===== src/rtl/ram_bist.sv =====
// March-style RAM BIST: W(D) up, R/R/W(~D) up, R/R/W(D) down, R/R down.
// All outputs are registered; results are held in DONE until restart or reset.
module ram_bist #(
  parameter int unsigned     XLen       = 32,
  parameter int unsigned     NPos       = 128,
  parameter logic [XLen-1:0] Background = XLen'(32'hA5A5A5A5)
) (
  input  logic                        clk_i,
  input  logic                        rst_i,
  input  logic                        start_i,
  output logic [$clog2(NPos)-1:0]     a_o,
  output logic                        we_o,
  output logic [XLen-1:0]             wd_o,
  input  logic [XLen-1:0]             rd_i,
  output logic                        busy_o,
  output logic                        done_o,
  output logic                        pass_o,
  output logic [$clog2(NPos)-1:0]     fail_addr_o,
  output logic [XLen-1:0]             fail_exp_o,
  output logic [XLen-1:0]             fail_got_o,
  output logic [15:0]                 err_cnt_o
);

  localparam int unsigned NPosWidth = $clog2(NPos);
  localparam int unsigned PhWidth   = 2;
  localparam logic [NPosWidth-1:0] AddrLast = NPosWidth'(NPos - 1);
  localparam logic [PhWidth-1:0]   PhR1     = PhWidth'(0);
  localparam logic [PhWidth-1:0]   PhR2     = PhWidth'(1);
  localparam logic [PhWidth-1:0]   PhW      = PhWidth'(2);

  typedef enum logic [2:0] {
    IDLE  = 3'd0,
    W_UP  = 3'd1,
    RW_UP = 3'd2,
    RW_DN = 3'd3,
    R_DN  = 3'd4,
    DONE  = 3'd5
  } state_t;

  state_t                 state, state_nxt;
  logic [NPosWidth-1:0]   addr, addr_nxt;
  logic [PhWidth-1:0]     phase, phase_nxt;
  logic [15:0]            err_nxt;
  logic [NPosWidth-1:0]   fail_addr_nxt;
  logic [XLen-1:0]        fail_exp_nxt, fail_got_nxt;
  logic                   done_nxt, pass_nxt, busy_nxt, we_nxt;
  logic [XLen-1:0]        wd_nxt;
  logic                   cmp_c;
  logic [XLen-1:0]        exp_c;

  // State and output registers
  always_ff @(posedge clk_i) begin
    if (rst_i) begin
      state       <= IDLE;
      addr        <= '0;
      phase       <= '0;
      we_o        <= 1'b0;
      wd_o        <= '0;
      busy_o      <= 1'b0;
      done_o      <= 1'b0;
      pass_o      <= 1'b0;
      fail_addr_o <= '0;
      fail_exp_o  <= '0;
      fail_got_o  <= '0;
      err_cnt_o   <= '0;
    end else begin
      state       <= state_nxt;
      addr        <= addr_nxt;
      phase       <= phase_nxt;
      we_o        <= we_nxt;
      wd_o        <= wd_nxt;
      busy_o      <= busy_nxt;
      done_o      <= done_nxt;
      pass_o      <= pass_nxt;
      fail_addr_o <= fail_addr_nxt;
      fail_exp_o  <= fail_exp_nxt;
      fail_got_o  <= fail_got_nxt;
      err_cnt_o   <= err_nxt;
    end
  end

  assign a_o = addr;

  // Next-state, compare and registered-output decode
  always_comb begin
    state_nxt     = state;
    addr_nxt      = addr;
    phase_nxt     = phase;
    err_nxt       = err_cnt_o;
    fail_addr_nxt = fail_addr_o;
    fail_exp_nxt  = fail_exp_o;
    fail_got_nxt  = fail_got_o;
    done_nxt      = done_o;
    cmp_c         = 1'b0;
    exp_c         = Background;

    unique case (state)
      IDLE, DONE: begin
        if (start_i) begin
          state_nxt     = W_UP;
          addr_nxt      = '0;
          phase_nxt     = PhR1;
          err_nxt       = '0;
          fail_addr_nxt = '0;
          fail_exp_nxt  = '0;
          fail_got_nxt  = '0;
          done_nxt      = 1'b0;
        end
      end
      W_UP: begin
        if (addr == AddrLast) begin
          state_nxt = RW_UP;
          addr_nxt  = '0;
        end else begin
          addr_nxt = addr + NPosWidth'(1);
        end
      end
      RW_UP, RW_DN: begin
        exp_c = (state == RW_DN) ? ~Background : Background;
        cmp_c = (phase == PhR2);
        if (phase != PhW) begin
          phase_nxt = phase + PhWidth'(1);
        end else begin
          phase_nxt = PhR1;
          if (state == RW_UP) begin
            if (addr == AddrLast) begin
              state_nxt = RW_DN;
            end else begin
              addr_nxt = addr + NPosWidth'(1);
            end
          end else begin
            if (addr == '0) begin
              state_nxt = R_DN;
              addr_nxt  = AddrLast;
            end else begin
              addr_nxt = addr - NPosWidth'(1);
            end
          end
        end
      end
      R_DN: begin
        cmp_c = (phase == PhR2);
        if (phase == PhR1) begin
          phase_nxt = PhR2;
        end else begin
          phase_nxt = PhR1;
          if (addr == '0) begin
            state_nxt = DONE;
            done_nxt  = 1'b1;
          end else begin
            addr_nxt = addr - NPosWidth'(1);
          end
        end
      end
      default: begin
        state_nxt = IDLE;
        addr_nxt  = '0;
        phase_nxt = PhR1;
      end
    endcase

    // A zero error count means no mismatch has been captured since start
    if (cmp_c && (rd_i != exp_c)) begin
      if (err_cnt_o != 16'hFFFF) begin
        err_nxt = err_cnt_o + 16'd1;
      end
      if (err_cnt_o == 16'd0) begin
        fail_addr_nxt = addr;
        fail_exp_nxt  = exp_c;
        fail_got_nxt  = rd_i;
      end
    end

    busy_nxt = (state_nxt != IDLE) && (state_nxt != DONE);
    we_nxt   = (state_nxt == W_UP) ||
               (((state_nxt == RW_UP) || (state_nxt == RW_DN)) && (phase_nxt == PhW));
    wd_nxt   = '0;
    if (we_nxt) begin
      wd_nxt = (state_nxt == RW_UP) ? ~Background : Background;
    end
    pass_nxt = (state_nxt == DONE) && (err_nxt == 16'd0);
  end

endmodule


===== config.mk =====
export PLATFORM = sky130hd
export DESIGN_NAME = ram_bist
export DESIGN_NICKNAME = d
export VERILOG_FILES = /design/src/rtl/ram_bist.sv
export SDC_FILE = /design/constraint.sdc
export NUM_CORES = 1
export LEC_CHECK = 0
export CORE_MARGIN = 2
export CORE_UTILIZATION = 51
export DETAILED_ROUTE_END_ITERATION = 6
export MAX_ROUTING_LAYER = met4
export PLACE_DENSITY = 0.87
export SETUP_SLACK_MARGIN = 0.05
export SLEW_MARGIN = 20
export SYNTH_ARGS = -nofsm -noshare
export SYNTH_HDL_FRONTEND = slang
export SYNTH_SLANG_ARGS = --single-unit

===== constraint.sdc =====
create_clock -name clk_i -period 7.67 [get_ports clk_i]
set_input_delay 1.534 -clock clk_i [delete_from_list [all_inputs] [get_ports clk_i]]
set_output_delay 1.534 -clock clk_i [all_outputs]
set_load 0.1 [all_outputs]

==> flow_summary_export.csv <==
group,metric,value,unit
run_status,outcome,"finished with violations",
run_status,violations,"design-rule violations",
critical_path,required,7.87,ns
die,boundaryPins,165,
global_route,grt_first_pass_wirelength,23.7,mm
logic_synthesis,synthTopCellsByArea,"dfxtp_1 40%, a21oi_1 9.5%, nand2_1 7.5%",
drt,dr.pass1.iters,7,
drt,vias,5300,
logic_synthesis,yosys.area.top_type_share,40.1,%
critical_path,worstPathArrival,4.28,ns
cts,root_buffer,"clkbuf_8",
cts,insertion_delay,0.37,ns
global_route,grt-ovfl-total,0,
cts,clk_path_buf_depth,2,
timing,period_needed,4.08,ns
logic_synthesis,async_flop_share,0,%
drt,drtIter0Drc,346,
critical_path,cp-start-kind,"primary input",
logic_synthesis,synthFlopType,"dfxtp_1",
timing,max_freq,0.245,GHz
die,die_x,105,um
critical_path,path_class,"primary input to flop",
global_route,grt_max_degree,103,
logic_synthesis,synth_area_per_cell,7.79,um2
die,die_area,11100,um2
die,dieHeight,105,um
die,floorplan.initialDensity,51.7,%
timing,fin_ws,3.59,ns
drt,wl_per_cell,16.2,um
cts,ctsHoldBuffers,0,
drt,drcViolationCount,2,
power,power.density,157,nW/um2
timing,max_slew_margin,30.4,%
cts,cts_buffers,9,
cts,cts.sinks,105,
drt,routed_via_density,5.81,
power,p_leak,2.24,nW
timing,fin_skew,0.0148,ns
timing,hold_violations,0,
placed_design,gp_congestion,0.908,
timing,setup_violations,0,
timing,final.setup.tns,0,ns
die,core_area,10100,um2
cts,cts_resized,0,
logic_synthesis,syn_area,5250,um2
hold_path,hold_class,"flop to flop",
logic_synthesis,synthDistinctLibCells,65,
placed_design,io_buffers,164,
cells_and_area,final_cell_mix,"163 x clkdlybuf4s50_1, 105 x nand2_1, 105 x dfxtp_1",
drt,totalWireLength,14.8,mm
logic_synthesis,synthCells,673,
logic_synthesis,ys_seq_area_share,40.1,%
placed_design,dp_slack,3.01,ns
timing,fin_crit_sh,53.3,%
cells_and_area,seq_area,2100,um2
critical_path,cp-end-kind,"flop",
cells_and_area,drive_above_1_share,4.63,%
cts,cts_setup_buffers,0,
timing,worst_slew_pin_slew,1.04,ns
logic_synthesis,syn_nets,712,
timing,rsz0062_at_grt,"false",
logic_synthesis,synth_edf_count,0,
timing,whs,0.461,ns
cells_and_area,fill_cells,846,
cells_and_area,multi_input_area,2690,um2
logic_synthesis,ys_warn_count,0,
power,vdd_drop_max,0.106,mV
die,rows,37,
cells_and_area,syn_to_final_growth,30.9,%
run,maxCapViolCount,0,
cts,cts_tree,"done",
critical_path,path_max_fanout,41,
logic_synthesis,synth_seq_cells,105,
cells_and_area,fin_nets,811,
global_route,track_usage,26.6,%
cells_and_area,diodes,0,
drt,ant_nets,0,
cells_and_area,final_common_cell,"clkdlybuf4s50_1",
placed_design,place_inst,897,
logic_synthesis,synth_top_cell_by_area,"dfxtp_1",
cells_and_area,layout.cells.non_filler,913,
timing,drv_slew,0,
global_route,grt_pass1_vias,4854,
cts,htreeDepth,3,
cts,clk_pin_slew,0.10,ns
placed_design,dpl.hpwl,10.5,mm
global_route,antenna_found_initial,0,
sequential cells by signal, summed over array words and instances (netlist names):
name and count:
done_o 1, a_o 7, state 3, fail_got_o 32
pass_o 1, phase 2, fail_exp_o 32, err_cnt_o 16
fail_addr_o 7, busy_o 1, we_o 1, wd_o 2
path summary, 6_finish.rpt:
| path | startpoint | to | slack, ns | cells after the start |
|---|---|---|---|---|
| max | rd_i[25] | fail_exp_o[17] | 3.59 | 9 |
| min | fail_exp_o[2] | fail_exp_o[2] | 0.46 | 2 |
| min reg2reg | fail_exp_o[2] | fail_exp_o[2] | 0.46 | 2 |
| max reg2reg | state[1] | fail_exp_o[17] | 3.96 | 8 |
final cells by class:
class / count / area share [%]
multi-input combinational: 481 / 39.2
sequential: 105 / 30.6
timing repair buffer: 168 / 24.3
tap: 136 / 2.48
clock buffer: 9 / 1.80
clock inverter: 7 / 1.26
inverter: 7 / 0.383
report_power, final:
group	internal [W]	switching, W	leakage (nW)	total (W)
logic	0.0000460	0.000113	1.29	0.000159
registers	0.000547	0.00000676	0.847	0.000554
clock network	0.000159	0.000205	0.104	0.000363
critical path, stage by stage:
cell and delay, ns:
clkdlybuf4s50_1 0.44, nor4b_1 0.45, nand4_1 0.18, or3_1 0.41, o2111ai_2 0.23, nor2_2 0.12
buf_4 0.29, nand2_1 0.47, a21oi_1 0.15
cell usage after synthesis (2+ instances only):
cell type  instances
a211oi_1           8
a21o_1             4
a21oi_1          100
a22oi_1            5
a31oi_1            5
and3_1             3
and4b_1            4
buf_2              7
buf_4             33
clkbuf_1          40
dfxtp_1          105
ha_1               4
inv_1              7
mux2i_1            3
nand2_1          105
nand2b_1           7
nand3_1           49
nand3b_1           3
nand4_1           12
nand4b_1           2
nor2_1            48
nor2b_1            6
nor3_1            10
nor3b_1            2
nor4_1             5
nor4_2             2
nor4b_1            6
nor4bb_1           8
o21ai_0           19
o22ai_1            5
o31a_1             3
or2_2              4
or3_1              5
or4_1              4
xnor2_1            3
xor2_1             8
per-layer routing:
layer / track usage [%] / part of all wire [%]
met5: - / 0
met4: 8.00 / 2.1
met3: 5.01 / 6.4
met2: 44.0 / 50
met1: 33.1 / 42
cell families after synthesis:
| logic type | share of synthesized area (%) |
|---|---|
| buf+inv | 8.75 |
| mux | 0.573 |
| xor+xnor | 1.84 |
| fa+ha+maj | 0.954 |
| compound gates | 19.4 |
| flops | 40.1 |
| simple gates | 28.4 |
metrics by stage:
| step | util (%) | total power (W) | area (um2) |
|---|---|---|---|
| 6_report | 67.7 | 0.00108 | 6870 |
| 5_1_grt | 67.7 | 0.00111 | 6870 |
| 3_5_place_dp | 65.6 | 0.000725 | 6650 |
| 3_3_place_gp | 65.6 | 0.000722 | 6650 |
| 4_1_cts | 67.7 | 0.00108 | 6860 |
| 2_1_floorplan | - | 0.000686 | 5250 |
Note: power is estimated with default switching activity, not from simulation.
